[src/rtl/debounce_pkg.sv]
// Shared types and default sizing for the debounce_edge qualifier.
package debounce_pkg;

  localparam int unsigned DEF_STABLE_CYCLES = 16;
  localparam int unsigned DEF_EVT_W         = 8;

  // Gray-style encoding: stable/check pairs differ in one bit
  typedef enum logic [1:0] {
    STABLE_LO = 2'b00,
    CHK_HI    = 2'b01,
    STABLE_HI = 2'b11,
    CHK_LO    = 2'b10
  } state_t;

endpackage

[src/rtl/debounce_timer.sv]
// Qualification counter: counts consecutive candidate samples, saturating at
// STABLE_CYCLES-1 where done_c asserts.
module debounce_timer
  import debounce_pkg::*;
#(
  parameter int unsigned STABLE_CYCLES = DEF_STABLE_CYCLES
) (
  input  logic clk,
  input  logic rst,
  input  logic clr,
  input  logic inc,
  output logic done_c
);

  localparam int unsigned CNT_W = $clog2(STABLE_CYCLES + 1);

  logic [CNT_W-1:0] cnt;

  assign done_c = (cnt == CNT_W'(STABLE_CYCLES - 1));

  // Clear wins over increment; never advance past the done value
  always_ff @(posedge clk or posedge rst) begin
    if (rst) begin
      cnt <= '0;
    end else if (clr) begin
      cnt <= '0;
    end else if (inc && !done_c) begin
      cnt <= cnt + CNT_W'(1);
    end
  end

endmodule

[src/rtl/debounce_edge.sv]
// Debounced level with one-cycle rise/fall pulses and an optional rising-event
// counter (built when DEBOUNCE_EVTCNT_EN is defined, otherwise evt_cnt reads 0).
module debounce_edge
  import debounce_pkg::*;
#(
  parameter int unsigned STABLE_CYCLES = DEF_STABLE_CYCLES,
  parameter int unsigned EVT_W         = DEF_EVT_W
) (
  input  logic             clk,
  input  logic             rst,
  input  logic             d,
  input  logic             evt_clr,
  output logic             q,
  output logic             rise,
  output logic             fall,
  output logic [EVT_W-1:0] evt_cnt
);

  state_t state, state_nxt;
  logic   tmr_clr_c, tmr_inc_c, tmr_done_c;
  logic   q_nxt, rise_nxt, fall_nxt;

  debounce_timer #(
    .STABLE_CYCLES(STABLE_CYCLES)
  ) u_timer (
    .clk   (clk),
    .rst   (rst),
    .clr   (tmr_clr_c),
    .inc   (tmr_inc_c),
    .done_c(tmr_done_c)
  );

  always_ff @(posedge clk or posedge rst) begin
    if (rst) begin
      state <= STABLE_LO;
      q     <= 1'b0;
      rise  <= 1'b0;
      fall  <= 1'b0;
    end else begin
      state <= state_nxt;
      q     <= q_nxt;
      rise  <= rise_nxt;
      fall  <= fall_nxt;
    end
  end

  // Any opposite sample while checking drops back to the stable state
  always_comb begin
    state_nxt = state;
    tmr_clr_c = 1'b0;
    tmr_inc_c = 1'b0;
    q_nxt     = q;
    rise_nxt  = 1'b0;
    fall_nxt  = 1'b0;
    unique case (state)
      STABLE_LO: begin
        if (d) begin
          state_nxt = CHK_HI;
          tmr_inc_c = 1'b1;
        end else begin
          tmr_clr_c = 1'b1;
        end
      end
      CHK_HI: begin
        if (!d) begin
          state_nxt = STABLE_LO;
          tmr_clr_c = 1'b1;
        end else if (tmr_done_c) begin
          state_nxt = STABLE_HI;
          q_nxt     = 1'b1;
          rise_nxt  = 1'b1;
          tmr_clr_c = 1'b1;
        end else begin
          tmr_inc_c = 1'b1;
        end
      end
      STABLE_HI: begin
        if (!d) begin
          state_nxt = CHK_LO;
          tmr_inc_c = 1'b1;
        end else begin
          tmr_clr_c = 1'b1;
        end
      end
      CHK_LO: begin
        if (d) begin
          state_nxt = STABLE_HI;
          tmr_clr_c = 1'b1;
        end else if (tmr_done_c) begin
          state_nxt = STABLE_LO;
          q_nxt     = 1'b0;
          fall_nxt  = 1'b1;
          tmr_clr_c = 1'b1;
        end else begin
          tmr_inc_c = 1'b1;
        end
      end
      default: begin
        state_nxt = STABLE_LO;
        tmr_clr_c = 1'b1;
      end
    endcase
  end

`ifdef DEBOUNCE_EVTCNT_EN
  // Counts cycles where rise is high; a clear coinciding with rise keeps that event
  always_ff @(posedge clk or posedge rst) begin
    if (rst) begin
      evt_cnt <= '0;
    end else if (evt_clr) begin
      evt_cnt <= rise ? EVT_W'(1) : '0;
    end else if (rise) begin
      evt_cnt <= evt_cnt + EVT_W'(1);
    end
  end
`else
  logic unused_evt_clr;

  assign unused_evt_clr = evt_clr;
  assign evt_cnt        = '0;
`endif

endmodule

[config.mk]
export PLATFORM = sky130hd
export DESIGN_NAME = debounce_edge
export DESIGN_NICKNAME = d
export VERILOG_FILES = /design/src/rtl/debounce_pkg.sv /design/src/rtl/debounce_timer.sv /design/src/rtl/debounce_edge.sv
export SDC_FILE = /design/constraint.sdc
export NUM_CORES = 1
export LEC_CHECK = 0
export ABC_CLOCK_PERIOD_IN_PS = 3200
export CAP_MARGIN = 20
export CORE_UTILIZATION = 45
export DETAILED_ROUTE_END_ITERATION = 10
export GPL_ROUTABILITY_DRIVEN = 0
export PLACE_DENSITY_LB_ADDON = 0.05
export SLEW_MARGIN = 20
export SYNTH_ARGS = -nofsm -noshare
export SYNTH_HDL_FRONTEND = slang
export SYNTH_SLANG_ARGS = --single-unit
[constraint.sdc]
create_clock -name clk -period 3.2 [get_ports clk]
set_input_delay 0.32 -clock clk [delete_from_list [all_inputs] [get_ports clk]]
set_output_delay 0.32 -clock clk [all_outputs]
set_load 0.01 [all_outputs]
==> flow_metrics.tcl <==
set metrics [dict create \
    clockRootBuffer "clkbuf_4" \
    ys_seq_area_frac 0.363 \
    regToRegStartpoint "u_timer.cnt[0]$_DFFE_PP0P_" \
    status "finished, final reports clean" \
    setup.worst_path.start "u_timer.cnt[0]$_DFFE_PP0P_" \
    antenna_cells 0 \
    critical_path.top_delay_family "simple AND/OR/NAND/NOR gates" \
    syn_to_final_growth_pct 8.89 \
    utilization 0.549 \
    synth-edff-count 0 \
    first_pass_iters 4 \
    fin_ws_ns 1.27 \
    first_global_vias 404 \
    vias 531 \
    crit_path_top_delay_cell "dfrtp_1" \
    place_area_um2 714 \
    period_share 0.603 \
    cts_tree "built" \
    setup_viol 0 \
    max-clock-path-buffers 2 \
    drv_slew 0 \
    wl_um 1200 \
    worstPathRequired_ns 3.40 \
    drc 0 \
    n_fill_cell 127 \
    portBuffers 5 \
    syn_area_um2 689 \
    ys.flop_type "dfrtp_1" \
    io_pins 15 \
    tns_ns 0 \
    yosys_warnings 0 \
    crit_fanout 14 \
    worstHoldPathType "primary input to async pin" \
    synth_most_common_cell "dfrtp_1" \
    timing_hold_violations_final 0 \
    synth_cells 77 \
    grt_overflow 0 \
    critPathMaxStageDelay_ns 0.41 \
    htreeDepth 1 \
    clock-sinks 10 \
    placementRows 13 \
    clock_latency_ns 0.27 \
    cp_common_cell "ha_1" \
    drv_cap 0 \
    post-place-ws_ns 1.05 \
    clk_pin_slew_ns 0.08 \
    ys_seq_elements 10 \
    fin_area_um2 751 \
    die-area_um2 1690 \
    post_cts_buffers 0 \
    yosysTopAreaCellShare 0.363 \
    grt_max_degree 15 \
    peakVddDrop_mv 0.369 \
    finClkSkew_ns 0.00315 \
    syn-mean-instance-area_um2 8.95 \
    power.leakage_nw 0.345 \
    hpwlAfterDp_um 807 \
    wl_per_cell_um 12.3 \
    path_buf_inv 1 \
    critPathLaunchType "flop" \
    cts_buffers 3 \
    drtIter0Drc 10 \
    endpoint_kind "flop" \
    grt_pass1_wl_um 1770 \
    drtAntennaViolNets 0 \
    synth_commonest_cells "dfrtp_1, a21oi_1, buf_4, o21ai_0, ha_1" \
    period_needed_ns 1.93 \
    initial_utilization 0.505 \
    rsz0062_at_grt "false" \
    core-area_um2 1370 \
    grt_use_total 0.163 \
    die_x_um 41.1 \
    drive_above_1_share 0.0964 \
    ys_top_cells_by_area "dfrtp_1, ha_1, buf_4" \
    cts_resized 0 \
    async_flop_share 1.00 \
    vias_per_cell 5.42 \
    yosysUniqueCellTypes 21 \
    synth_top_cell_by_area "dfrtp_1" \
    final_nets 95 \
    die_h_um 41.1 \
    antenna_found_initial 0 \
    path_cells "ha_1, and3_1, ha_1, inv_1, nand2_1, or3_2, a21oi_1" \
    path_class "flop to flop" \
    critPathArrivalTime_ns 2.13 \
    power_density_nw_per_um2 720 \
    cts_hold_buf 0 \
    fmax_mhz 519 \
]
-- metal layers --
| layer | share of wire | track usage | vias up |
|---|---|---|---|
| met5 | 0 | 0 | - |
| met1 | 0.52 | 0.227 | 247 |
| li1 | - | - | 269 |
| met3 | 0.052 | 0.0489 | 2 |
| met2 | 0.42 | 0.227 | 13 |
| met4 | 0.0075 | 0.0726 | 0 |
-- flip-flops by register name, summed over array words and instances, names as in the netlist --
signal,cells
u_timer.cnt,5
q,1
state,2
rise,1
fall,1
-- stage by stage --
stage	instances	total power [mW]	hold slack [ns]
after floorplan	84	0.376	0.160
after global placement	94	0.414	0.513
after detailed placement	94	0.420	0.530
after CTS	98	0.543	0.352
after global routing	98	0.578	0.403
final	98	0.540	0.329
-- worst register-to-register path, cell delays in order, from the launching register on --
cell and delay [ns]:
dfrtp_1 0.41, ha_1 0.22, and3_1 0.18, ha_1 0.32, inv_1 0.13, nand2_1 0.06
or3_2 0.40, a21oi_1 0.14
-- final timing paths --
check                                                   to  slack (ns)  cells after the start
worst max-delay path            u_timer.cnt[2]$_DFFE_PP0P_        1.27                      7
worst min-delay path                        fall$_DFF_PP0_        0.33                      2
worst max register to register  u_timer.cnt[2]$_DFFE_PP0P_        1.27                      7
worst min register to register               q$_DFFE_PP0P_        0.54                      2
max in group asynchronous       u_timer.cnt[0]$_DFFE_PP0P_        2.58                      2
min in group clk                             q$_DFFE_PP0P_        0.54                      2
-- cell usage in the layout (no fill, tap or decap), types with 2 or more instances in the layout --
master and instances:
o31ai_1 2, nor2_1 5, inv_1 5, dfrtp_1 10, nand2_1 5, and3_1 2
o21ai_0 8, a21oi_1 9, clkbuf_4 3, ha_1 7, mux2i_1 2, or3_2 3
a211oi_1 2, clkdlybuf4s50_1 5, conb_1 8
-- cells by family (layout without fill, tap and decap cells) --
group / count (synthesis) / after routing / share of synthesized area
buf+inv: 15 / 14 / 0.129
compound gates: 23 / 23 / 0.203
flops: 10 / 10 / 0.363
other cells: 1 / 8 / 0.00544
simple gates: 19 / 19 / 0.143
fa+ha+maj: 7 / 7 / 0.127
mux: 2 / 2 / 0.0290
-- power breakdown --
| part | total, mW | internal [mW] | switching [mW] |
|---|---|---|---|
| Clock | 0.122 | 0.0692 | 0.0531 |
| Combinational | 0.246 | 0.0991 | 0.147 |
| Sequential | 0.172 | 0.151 | 0.0202 |
-- layout make-up --
cell class	count	area (um2)	share of cell area
Sequential cell	10	250	0.333
Timing Repair Buffer	5	50.0	0.0667
Inverter	5	18.8	0.0250
Clock buffer	4	36.3	0.0483
Multi-Input combinational cell	59	377	0.502
Tap cell	15	18.8	0.0250
No activity file was read; power rests on OpenSTA's default activity.
